File: src/rtl/input_loader_pkg.sv
// rtl/input_loader_pkg.sv - opcodes, FSM states and target selects shared by the host-side loader blocks
package input_loader_pkg;

  localparam logic [3:0] LOAD_OPCODE = 4'hA;
  localparam logic [3:0] RUN_OPCODE  = 4'h5;

  localparam logic TGT_IN1 = 1'b0;
  localparam logic TGT_IN2 = 1'b1;

  typedef enum logic [2:0] {
    ST_IDLE  = 3'd0,
    ST_LEN   = 3'd1,
    ST_HI    = 3'd2,
    ST_LO    = 3'd3,
    ST_WRITE = 3'd4
  } state_t;

endpackage

File: src/rtl/input_loader.sv
// rtl/input_loader.sv - parses UART load/run commands and writes packed words into the IN1/IN2 arrays
module input_loader
  import input_loader_pkg::*;
#(
  parameter int         ADDR_W  = 8,
  parameter int         DATA_W  = 12,
  parameter logic [3:0] LOAD_OP = LOAD_OPCODE,
  parameter logic [3:0] RUN_OP  = RUN_OPCODE
) (
  input  logic              clk,
  input  logic              rst_n,
  input  logic [7:0]        rx_data,
  input  logic              rx_valid,
  output logic              rx_ready,
  output logic              in1_write,
  output logic              in2_write,
  output logic [ADDR_W-1:0] addr_in,
  output logic [DATA_W-1:0] data_in,
  output logic              cpu_rst,
  output logic              busy,
  output logic              done,
  output logic              err
);

  localparam int HI_W  = DATA_W - 8;
  localparam int CNT_W = ADDR_W + 1;

  state_t            state, state_nxt;
  logic              tgt;
  logic [CNT_W-1:0]  cnt;
  logic [ADDR_W-1:0] addr;
  logic [HI_W-1:0]   hi_q;
  logic              xfer;
  logic              hi_bad;

  assign xfer   = rx_valid & rx_ready;
  assign hi_bad = (rx_data >> HI_W) != 8'd0;

  always_ff @(posedge clk or negedge rst_n) begin
    if (!rst_n) state <= ST_IDLE;
    else        state <= state_nxt;
  end

  always_comb begin
    state_nxt = state;
    case (state)
      ST_IDLE:  if (xfer && rx_data[7:4] == LOAD_OP) state_nxt = ST_LEN;
      ST_LEN:   if (xfer) state_nxt = ST_HI;
      ST_HI:    if (xfer) state_nxt = hi_bad ? ST_IDLE : ST_LO;
      ST_LO:    if (xfer) state_nxt = ST_WRITE;
      ST_WRITE: state_nxt = (cnt == CNT_W'(1)) ? ST_IDLE : ST_HI;
      default:  state_nxt = ST_IDLE;
    endcase
  end

  // rx_ready is registered from the next state so it is already low during the WRITE cycle
  always_ff @(posedge clk or negedge rst_n) begin
    if (!rst_n) begin
      rx_ready  <= 1'b0;
      in1_write <= 1'b0;
      in2_write <= 1'b0;
      addr_in   <= '0;
      data_in   <= '0;
      cpu_rst   <= 1'b1;
      busy      <= 1'b0;
      done      <= 1'b0;
      err       <= 1'b0;
      tgt       <= TGT_IN1;
      cnt       <= '0;
      addr      <= '0;
      hi_q      <= '0;
    end else begin
      rx_ready  <= (state_nxt != ST_WRITE);
      in1_write <= 1'b0;
      in2_write <= 1'b0;
      done      <= 1'b0;
      case (state)
        ST_IDLE: begin
          if (xfer) begin
            if (rx_data[7:4] == LOAD_OP) begin
              tgt     <= rx_data[0];
              cpu_rst <= 1'b1;
              err     <= 1'b0;
              busy    <= 1'b1;
            end else if (rx_data[7:4] == RUN_OP) begin
              cpu_rst <= 1'b0;
            end else begin
              err <= 1'b1;
            end
          end
        end
        ST_LEN: begin
          if (xfer) begin
            cnt  <= (rx_data == 8'd0) ? CNT_W'(1 << ADDR_W) : CNT_W'(rx_data);
            addr <= '0;
          end
        end
        ST_HI: begin
          if (xfer) begin
            if (hi_bad) begin
              err  <= 1'b1;
              busy <= 1'b0;
            end else begin
              hi_q <= rx_data[HI_W-1:0];
            end
          end
        end
        ST_LO: begin
          if (xfer) begin
            in1_write <= (tgt == TGT_IN1);
            in2_write <= (tgt == TGT_IN2);
            addr_in   <= addr;
            data_in   <= {hi_q, rx_data};
          end
        end
        ST_WRITE: begin
          addr <= addr + 1'b1;
          cnt  <= cnt - 1'b1;
          if (cnt == CNT_W'(1)) begin
            busy <= 1'b0;
            done <= 1'b1;
          end
        end
        default: ;
      endcase
    end
  end

endmodule

File: config.mk
export PLATFORM = sky130hd
export DESIGN_NAME = input_loader
export DESIGN_NICKNAME = d
export VERILOG_FILES = /design/src/rtl/input_loader_pkg.sv /design/src/rtl/input_loader.sv
export SDC_FILE = /design/constraint.sdc
export NUM_CORES = 1
export LEC_CHECK = 0
export BUFFER_PORTS_ARGS = -buffer_cell sky130_fd_sc_hd__buf_2
export CORE_ASPECT_RATIO = 1.5
export CORE_MARGIN = 4
export CORE_UTILIZATION = 30
export CTS_CLUSTER_DIAMETER = 100
export CTS_CLUSTER_SIZE = 28
export DETAILED_ROUTE_END_ITERATION = 8
export PLACE_DENSITY = 0.51
export SLEW_MARGIN = 5
export SYNTH_ARGS = -nofsm -noshare
export SYNTH_HDL_FRONTEND = slang
export SYNTH_SLANG_ARGS = --single-unit
File: constraint.sdc
create_clock -name clk -period 1.8 [get_ports clk]
set_input_delay 0.27 -clock clk [delete_from_list [all_inputs] [get_ports clk]]
set_output_delay 0.27 -clock clk [all_outputs]
set_load 0.1 [all_outputs]
## Word-level counts from Yosys, hierarchy flattened

Index checks and enable logic that the tools add are counted.

| storage, ports and cells | value |
|---|---|
| logic and storage cells | 81 |
| bits of input ports | 11 |
| flip-flop bits (word level) | 52 |
| output and inout port bits | 27 |

| operators by class | value |
|---|---|
| reduce and logical (&&, ||, !) cells | 15 |
| eq/ne operators | 15 |
| muxes and demuxes | 32 |
| add/subtract/negate cells | 2 |
| bitwise gates (word level) | 3 |

Operators with widths:

| kind | count |
|---|---|
| $mux W1 | 18 |
| $mux W9 | 2 |
| $pmux W9 S2 | 1 |
| $pmux W8 S2 | 1 |
| $pmux W3 S5 | 1 |
| $mux W3 | 4 |
| $ne A2 B2 Y1 const B | 6 |
| $eq A9 B1 Y1 const B | 1 |
| $reduce_and A3 Y1 | 3 |
| $sub A9 B1 Y9 const B | 1 |
| $add A8 B1 Y8 const B | 1 |
| $logic_not A8 Y1 | 1 |
| $mux W8 | 1 |
| $reduce_bool A8 Y1 | 1 |
| $eq A3 B2 Y1 const B | 2 |
| $ne A3 B3 Y1 const B | 2 |
| $reduce_and A6 Y1 | 1 |
| $reduce_bool A2 Y1 | 3 |
| $reduce_and A5 Y1 | 1 |
| $eq A4 B3 Y1 const B | 1 |
| $eq A4 B4 Y1 const B | 1 |
| $mux W2 | 2 |
| $reduce_and A2 Y1 | 2 |
| $eq A3 B1 Y1 const B | 1 |
| 8 further kinds | 9 |

## Logic depth before layout (Yosys ltp)

Gate-level depths: netlist (run 1).

| depth | value |
|---|---|
| depth after elaboration | 5 |
| mapped depth | 6 |
| gate-level depth less buffers | 6 |

## Worst setup path before layout (run 1)

No wires, ideal clock.

| timing | value |
|---|---|
| kind | flip-flop to flip-flop |
| from | register rx_ready |
| to | register addr_in[6] |
| stages on the path, launching flop included | 5 |
| setup slack | -321 ps |
| arrival time | 1,992 ps |
| setup time | 128 ps |
| clock period less this slack | 2,121 ps |
| path buffers | 1 |
| cell sequence | dfrtp_1 > and3b_1 > nand3_1 > buf_2 > mux2_1 |

| between the ends | value |
|---|---|
| word-level cells in the longest chain between the ends | 2 |

RTL lines:

| element | line | source |
|---|---|---|
| start: declaration | input_loader.sv:14 | `output logic rx_ready,` |
| start signal: assignment | input_loader.sv:73 | `rx_ready <= (state_nxt != ST_WRITE);` |
| $and A1 B1 Y1 | input_loader.sv:36 | `assign xfer = rx_valid & rx_ready;` |
| $reduce_and A2 Y1 (no line) | n/a |  |
| end signal: assignment | input_loader.sv:112 | `addr_in <= addr;` |
| end: declaration | input_loader.sv:17 | `output logic [ADDR_W-1:0] addr_in,` |

No other way between the ends.
A chain may end at the register's enable or synchronous reset.

## Final worst setup path (run 1)

| timing | value |
|---|---|
| from | register cnt[3] |
| to | register cnt[8] |

| between the ends | value |
|---|---|
| word-level cells in the longest chain between the ends | 2 |

RTL lines:

| element | line | source |
|---|---|---|
| start: declaration | input_loader.sv:30 | `logic [CNT_W-1:0] cnt;` |
| start signal: assignment | input_loader.sv:94 | `cnt <= (rx_data == 8'd0) ? CNT_W'(1 << ADDR_W) : CNT_W'(rx_data);` |
| start signal: assignment | input_loader.sv:118 | `cnt <= cnt - 1'b1;` |
| $sub A9 B1 Y9 | input_loader.sv:118 |  |
| $pmux W9 S2 | input_loader.sv:77 | `case (state)` |

No other way between the ends.

==> metrics.md, run 1 <==
| Metric | Value |
|---|---|
| Unrepaired setup endpoints after global routing | no |
| Total GRT Usage | about an eighth |
| CTS root buffer | clkbuf_16 |
| Total power | around 3.4 mW |
| Combinational Power Share | 22.7% |
| Synth Flop Type | dfrtp_1 |
| Clk slew on worst S/H paths | 70 ps |
| Maximum fanout along the worst path | 7 |
| CTS tree | done |
| Clock Sinks | 52 |
| Max clock buf depth | 2 |
| Num CTS Buffers | 5 |
| Mapped Cells | 199 |
| Register area share after synthesis | 54.99% |
| Fin crit share | approximately nine tenths |
| Overflow after GRT | 0 |
| Max_cap viols | 0 |
| Crit path from | cnt[3] |
| Setup_tns | 0 ps |
| Syn Area/Cell | 11.90 um2 |
| Clock power frac | about a third |
| Reg power frac | 45.9% |
| Slew Limit Fails | 0 |
| Synth warn | 0 |
| Num ports | 38 |
| RR Endpoint | cnt[8] |
| # diodes | 0 |
| Vias per cell | about 4.8 |
| CP Launch Type | register |
| WL final | 5.101 mm |
| Worst setup path category | register to register |
| IO Port Bufs | 37 |
| Postcts setup bufs | 0 |
| Initial antenna violation count | 0 |
| Vias in the first global route | 1684 |
| Fin nets | 266 |
| R2R Setup Slk | 200 ps |
| Internal cell power | 2.267 mW |
| Die Ht | 116.8 um |
| Worst slew margin | 67.48% |
| Full die area | 0.009410 mm2 |
| Crit path time final | between 1500 and 2000 ps |
| Post-synth EDFFs | 0 |
| R2r startpoint | cnt[3] |
| Initial Utilization | 30.92% |
| H-tree levels | 2 |
| FP Rows | 39 |
| First DRT Iteration DRCs | 60 |
| Peak supply drop | approximately 1.1 mV |
| Distinct cells, synth | 50 |
| Sw frac | around 34% |
| GP Congestion | about 0.8 |
| WHS | 237.1 ps |
| Final hold violations | 0 |
| Vias | about 1700 |
| # DRC | 0 |
| Syn nets | 213 |
| Pin count of the biggest net entering global routing | between 50 and 60 |
| FMAX | 0.6263 GHz |
| Min-Delay Path Depth | 2 |
| Clock Latency Late Sink | just under 300 ps |
| Layout area overhead | 24.19% |
| Leakage power | 1.435 nW |
| Sw power | 1.149 mW |
| Final HPWL DP | 3.743 mm |
| Core Footprint | 0.007661 mm2 |
| Critical Path End | cnt[8] |
| Synth Register Bits | 52 |
| First-pass GRT wire length | 8.459 mm |
| Pwr dens | 1161 mW/mm2 |
| Pre-antenna DRT Iters | 4 |
| HP Class | primary input to register |
| Reg2Reg Depth | 4 |
| Final ANT Viol Nets | 0 |
| Critical Path AT | 1790 ps |
| Final setup viols | 0 |
| Status | finished clean |
| Setup Skew | approximately 4.8 ps |
| Required @ worst endpoint | roughly 2000 ps |
| Mapped Area | roughly 0.0024 mm2 |
| Slew @ Worst Pin | 491.2 ps |
| Die X | 80.55 um |
| Share of cells above drive strength 1 | 28.06% |
| CP Capture Type | register |
| Ys async rst share | between 90% and 100% |
| Wire length per cell | roughly 14 um |
[state kept, by name (all words and copies together), names as in the netlist]
name / count
addr: 8
addr_in: 8
busy: 1
cnt: 9
cpu_rst: 1
data_in: 12
done: 1
err: 1
hi_q: 4
in1_write: 1
in2_write: 1
rx_ready: 1
state: 3
tgt: 1
[cell families after synthesis]
group,share of synthesized area [%]
AOI/OAI and AO/OA,11.83
xor gates and xnor gates,0.3699
adders and majority gates,1.585
buffers and inverters,2.800
DFF,54.99
muxes,12.31
and+or+nand+nor,16.11
[worst min-delay path by stage]
| stage | slack [ps] | end | start |
|---|---|---|---|
| 6_report | 240 | cpu_rst | rx_data[4] |
| 5_1_grt | 270 | cpu_rst | rx_data[4] |
| 4_1_cts | 230 | cpu_rst | rx_data[4] |
| 3_5_place_dp | 290 | in1_write | rst_n |
| 3_3_place_gp | 290 | in1_write | rst_n |
| 2_1_floorplan | -30 | addr[0] | rst_n |
[worst max-delay path, cell delays in order (launching register included)]
cell and delay (ps):
dfrtp_1 440, or4_4 560, o31ai_2 220, a21oi_1 100
a311oi_2 180
[what timing repair did]
action,4_1_cts,5_1_grt
gates resized for setup,0,0
endpoints found under the hold margin,51,0
setup endpoints to repair,0,0
hold buffers,1,0
[synthesized netlist by cell type (all sizes together) (2+ instances only)]
master  count  area share [%]
a21oi       5             1.1
o211ai      6             1.9
nand2b      2            0.85
ha          3             1.6
nand3b      2            0.79
dfrtp      51              54
o221ai      2            0.74
nand4       3            0.79
o31ai       2            0.85
nor2        8             1.3
o311ai      4             1.5
inv         4            0.63
and3        3            0.79
mux2       25              12
or4         2            0.79
nor4        3             1.1
buf         6             2.2
or3b        2            0.74
nand3       9             1.9
o21ai      17             3.6
nor3b       2             1.1
nand2      20             3.2
[metal layers]
| layer | wire (um) | vias to the layer above | part of all wire [%] | track usage (%) |
|---|---|---|---|---|
| li1 | - | 843 | - | - |
| met1 | 2172 | 828 | 43 | 14.25 |
| met2 | 2637 | 32 | 52 | 20.63 |
| met3 | 200 | 5 | 3.9 | 2.450 |
| met4 | 91 | 0 | 1.8 | 4.059 |
| met5 | 0 | - | 0 | 0 |
[stage by stage]
step | setup slack, ps | instances | utilization, % | cell area [um2]
final | 203.4 | 355 | 38.40 | 2942
after detailed placement | 195.1 | 346 | 36.08 | 2764
after CTS | 187.1 | 355 | 38.40 | 2942
after global routing | 86.29 | 355 | 38.40 | 2942
after floorplan | 81.05 | 199 | - | 2372
after global placement | 197.1 | 346 | 36.08 | 2764
[power by group through the flow]
stage                     clock, mW  sequential (mW)  combinational [mW]
final                          1.07             1.57               0.774
after global routing           1.17             1.60               0.845
after CTS                      1.11             1.57               0.787
after detailed placement          0             1.59               0.787
after global placement            0             1.59               0.782
after floorplan                   0             1.85               0.310
[final cells by class]
class	count	area, um2
repair buffers	52	325.3
inverters	4	15.01
fillers	770	4720
clock buffers	6	128.9
well taps	102	127.6
clock inverters	2	38.79
multi-input cells	137	999.7
flip-flops and latches	52	1306
[cells in the final DEF (no fill, tap or decap), types with 2 or more instances in the layout]
cell,n
or3b_1,2
nor4_1,2
dfrtp_1,50
o211ai_1,6
mux2_1,25
o221ai_1,2
a21oi_1,5
inv_1,3
nand3_1,9
nand4_1,3
and3_1,3
ha_1,3
o21ai_1,12
nor2_1,8
buf_4,12
nand2_1,20
buf_2,37
o311ai_1,4
clkbuf_16,5
buf_12,2
o21ai_0,5
Note: power is estimated with default switching activity, not from simulation.
==> run 2, diff against run 1 <==
--- a/config.mk
+++ b/config.mk
@@ -12,7 +12,9 @@
 export CTS_CLUSTER_DIAMETER = 100
 export CTS_CLUSTER_SIZE = 28
 export DETAILED_ROUTE_END_ITERATION = 8
+export MAX_ROUTING_LAYER = met4
 export PLACE_DENSITY = 0.51
+export SETUP_SLACK_MARGIN = 0.15
 export SLEW_MARGIN = 5
 export SYNTH_ARGS = -nofsm -noshare
 export SYNTH_HDL_FRONTEND = slang
==> metrics.md, run 2 (synthesis gave the netlist of run 1 again) <==
| Metric | Value |
|---|---|
| CP Launch Type | register |
| H-tree levels | 2 |
| IO Port Bufs | 37 |
| Slew @ Worst Pin | 493.4 ps |
| Max_cap viols | 0 |
| # DRC | 0 |
| Total GRT Usage | 12.88% |
| GP Congestion | 0.8188 |
| Worst slew margin | 67.33% |
| Fillers | 754 |
| Biggest register | data_in |
| Clk slew on worst S/H paths | ~60 ps |
| Max clock buf depth | 2 |
| Core Footprint | 0.007661 mm2 |
| FP Rows | 39 |
| CP Capture Type | register |
| Final setup viols | 0 |
| Setup Skew | about 3.1 ps |
| Overflow after GRT | 0 |
| Crit path time final | between 1500 and 2000 ps |
| Fin nets | 266 |
| Required @ worst endpoint | 2000 ps |
| Critical Path AT | ~1800 ps |
| Vias in the first global route | 1755 |
| Num CTS Buffers | 5 |
| Final HPWL DP | 4.011 mm |
| Max FFs per register | 12 |
| Full die area | 0.009410 mm2 |
| Peak supply drop | 0.6319 mV |
| Pwr dens | 1135 mW/mm2 |
| Pin count of the biggest net entering global routing | 24 |
| First DRT Iteration DRCs | 78 |
| Clock Latency Late Sink | 290 ps |
| Final ANT Viol Nets | 0 |
| Layout area overhead | 24.51% |
| CTS tree | done |
| Vias per cell | 4.930 |
| Clock Sinks | 52 |
| First-pass GRT wire length | roughly 9 mm |
| Num ports | 38 |
| Final hold violations | 0 |
| Wire length per cell | 15.07 um |
| Pre-antenna DRT Iters | 4 |
| WL final | 5.351 mm |
| Total power | about 3.3 mW |
| Finished Layout Cells | 355 |
| Die X | 80.55 um |
| Leakage power | 1.422 nW |
| Status | finished clean |
| Share of cells above drive strength 1 | a little under a third |
| Worst setup path category | register to register |
| Most frequent cells in the layout | 47 x dfrtp_1, 37 x buf_2, 25 x mux2_1 |
| Initial antenna violation count | 0 |
| Unrepaired setup endpoints after global routing | yes |
| Initial Utilization | just over 30% |
| # diodes | 0 |
| Fin crit share | 89.19% |
| Commonest non-fill, non-tap cell in the layout | dfrtp_1 |
| HP Class | primary input to register |
| Die Ht | 116.8 um |
| Setup_tns | 0 ps |
| CTS root buffer | clkbuf_16 |
| Vias | 1750 |
| Slew Limit Fails | 0 |
| Largest regs | data_in (12), cnt (9) |
| Placed cells | 340 |
| Maximum fanout along the worst path | 5 |
| FMAX | 0.6229 GHz |
==> run 2: repair_timing <==
| action | 4_1_cts | 5_1_grt |
|---|---|---|
| endpoints found under the hold margin | 16 | 0 |
| hold buffers | 1 | 0 |
| endpoints found under the setup margin | 3 | 16 |
| buffers inserted | 0 | 6 |
| pin swaps | 0 | 2 |
| gates resized for setup | 2 | 5 |
==> run 2: cell type report <==
| class | instances | area (um2) | area share, % |
|---|---|---|---|
| timing repair buffer | 52 | 312.8 | 10.61 |
| multi-input combinational | 137 | 1033 | 35.04 |
| sequential | 52 | 1310 | 44.42 |
| clock inverter | 1 | 7.507 | 0.2546 |
| tap | 102 | 127.6 | 4.328 |
| inverter | 4 | 15.01 | 0.5091 |
| clock buffer | 7 | 142.6 | 4.837 |
==> run 2: per-layer routing <==
layer | vias up | track usage, % | part of all wire [%]
met5 | - | - | 0
met2 | 26 | 22.46 | 54
met3 | 6 | 2.527 | 2.6
met4 | 0 | 6.764 | 2.4
met1 | 876 | 13.67 | 41
li1 | 842 | - | -
==> run 2: critical path, cell delays in order, from the launching register on <==
cell	delay (ps)
dfrtp_2	430
or4_4	580
o31ai_4	220
a21oi_1	100
a311oi_2	180
==> run 2: through the flow <==
stage | instance area (um2) | hold WS (ps) | setup slack [ps] | util, %
2_1_floorplan | 2386 | -25.59 | 154.9 | -
3_3_place_gp | 2711 | 237.2 | 110.3 | 35.39
3_5_place_dp | 2711 | 245.2 | 109.4 | 35.39
4_1_cts | 2878 | 220.6 | 152.3 | 37.56
5_1_grt | 2949 | 238.7 | 132.1 | 38.49
6_report | 2949 | 232.8 | 194.5 | 38.49
==> run 2: final timing paths <==
check / endpoint / slack [ps] / cells after the start / start
worst max-delay path: cnt[8] / 190 / 4 / cnt[3]
min in group asynchronous: in1_write / 460 / 2 / rst_n
worst min register to register: addr_in[5] / 480 / 1 / addr_in[5]
worst min-delay path: cpu_rst / 230 / 2 / rx_data[4]
worst max register to register: cnt[8] / 190 / 4 / cnt[3]
max in group asynchronous: cpu_rst / 740 / 3 / rst_n
==> run 2: where the power goes <==
group,total [mW],internal (mW),switching [mW],leakage [nW]
combinational,0.819,0.255,0.564,0.678
clock,0.951,0.554,0.398,0.0701
sequential,1.58,1.37,0.206,0.674
total,3.35,2.18,1.17,1.42
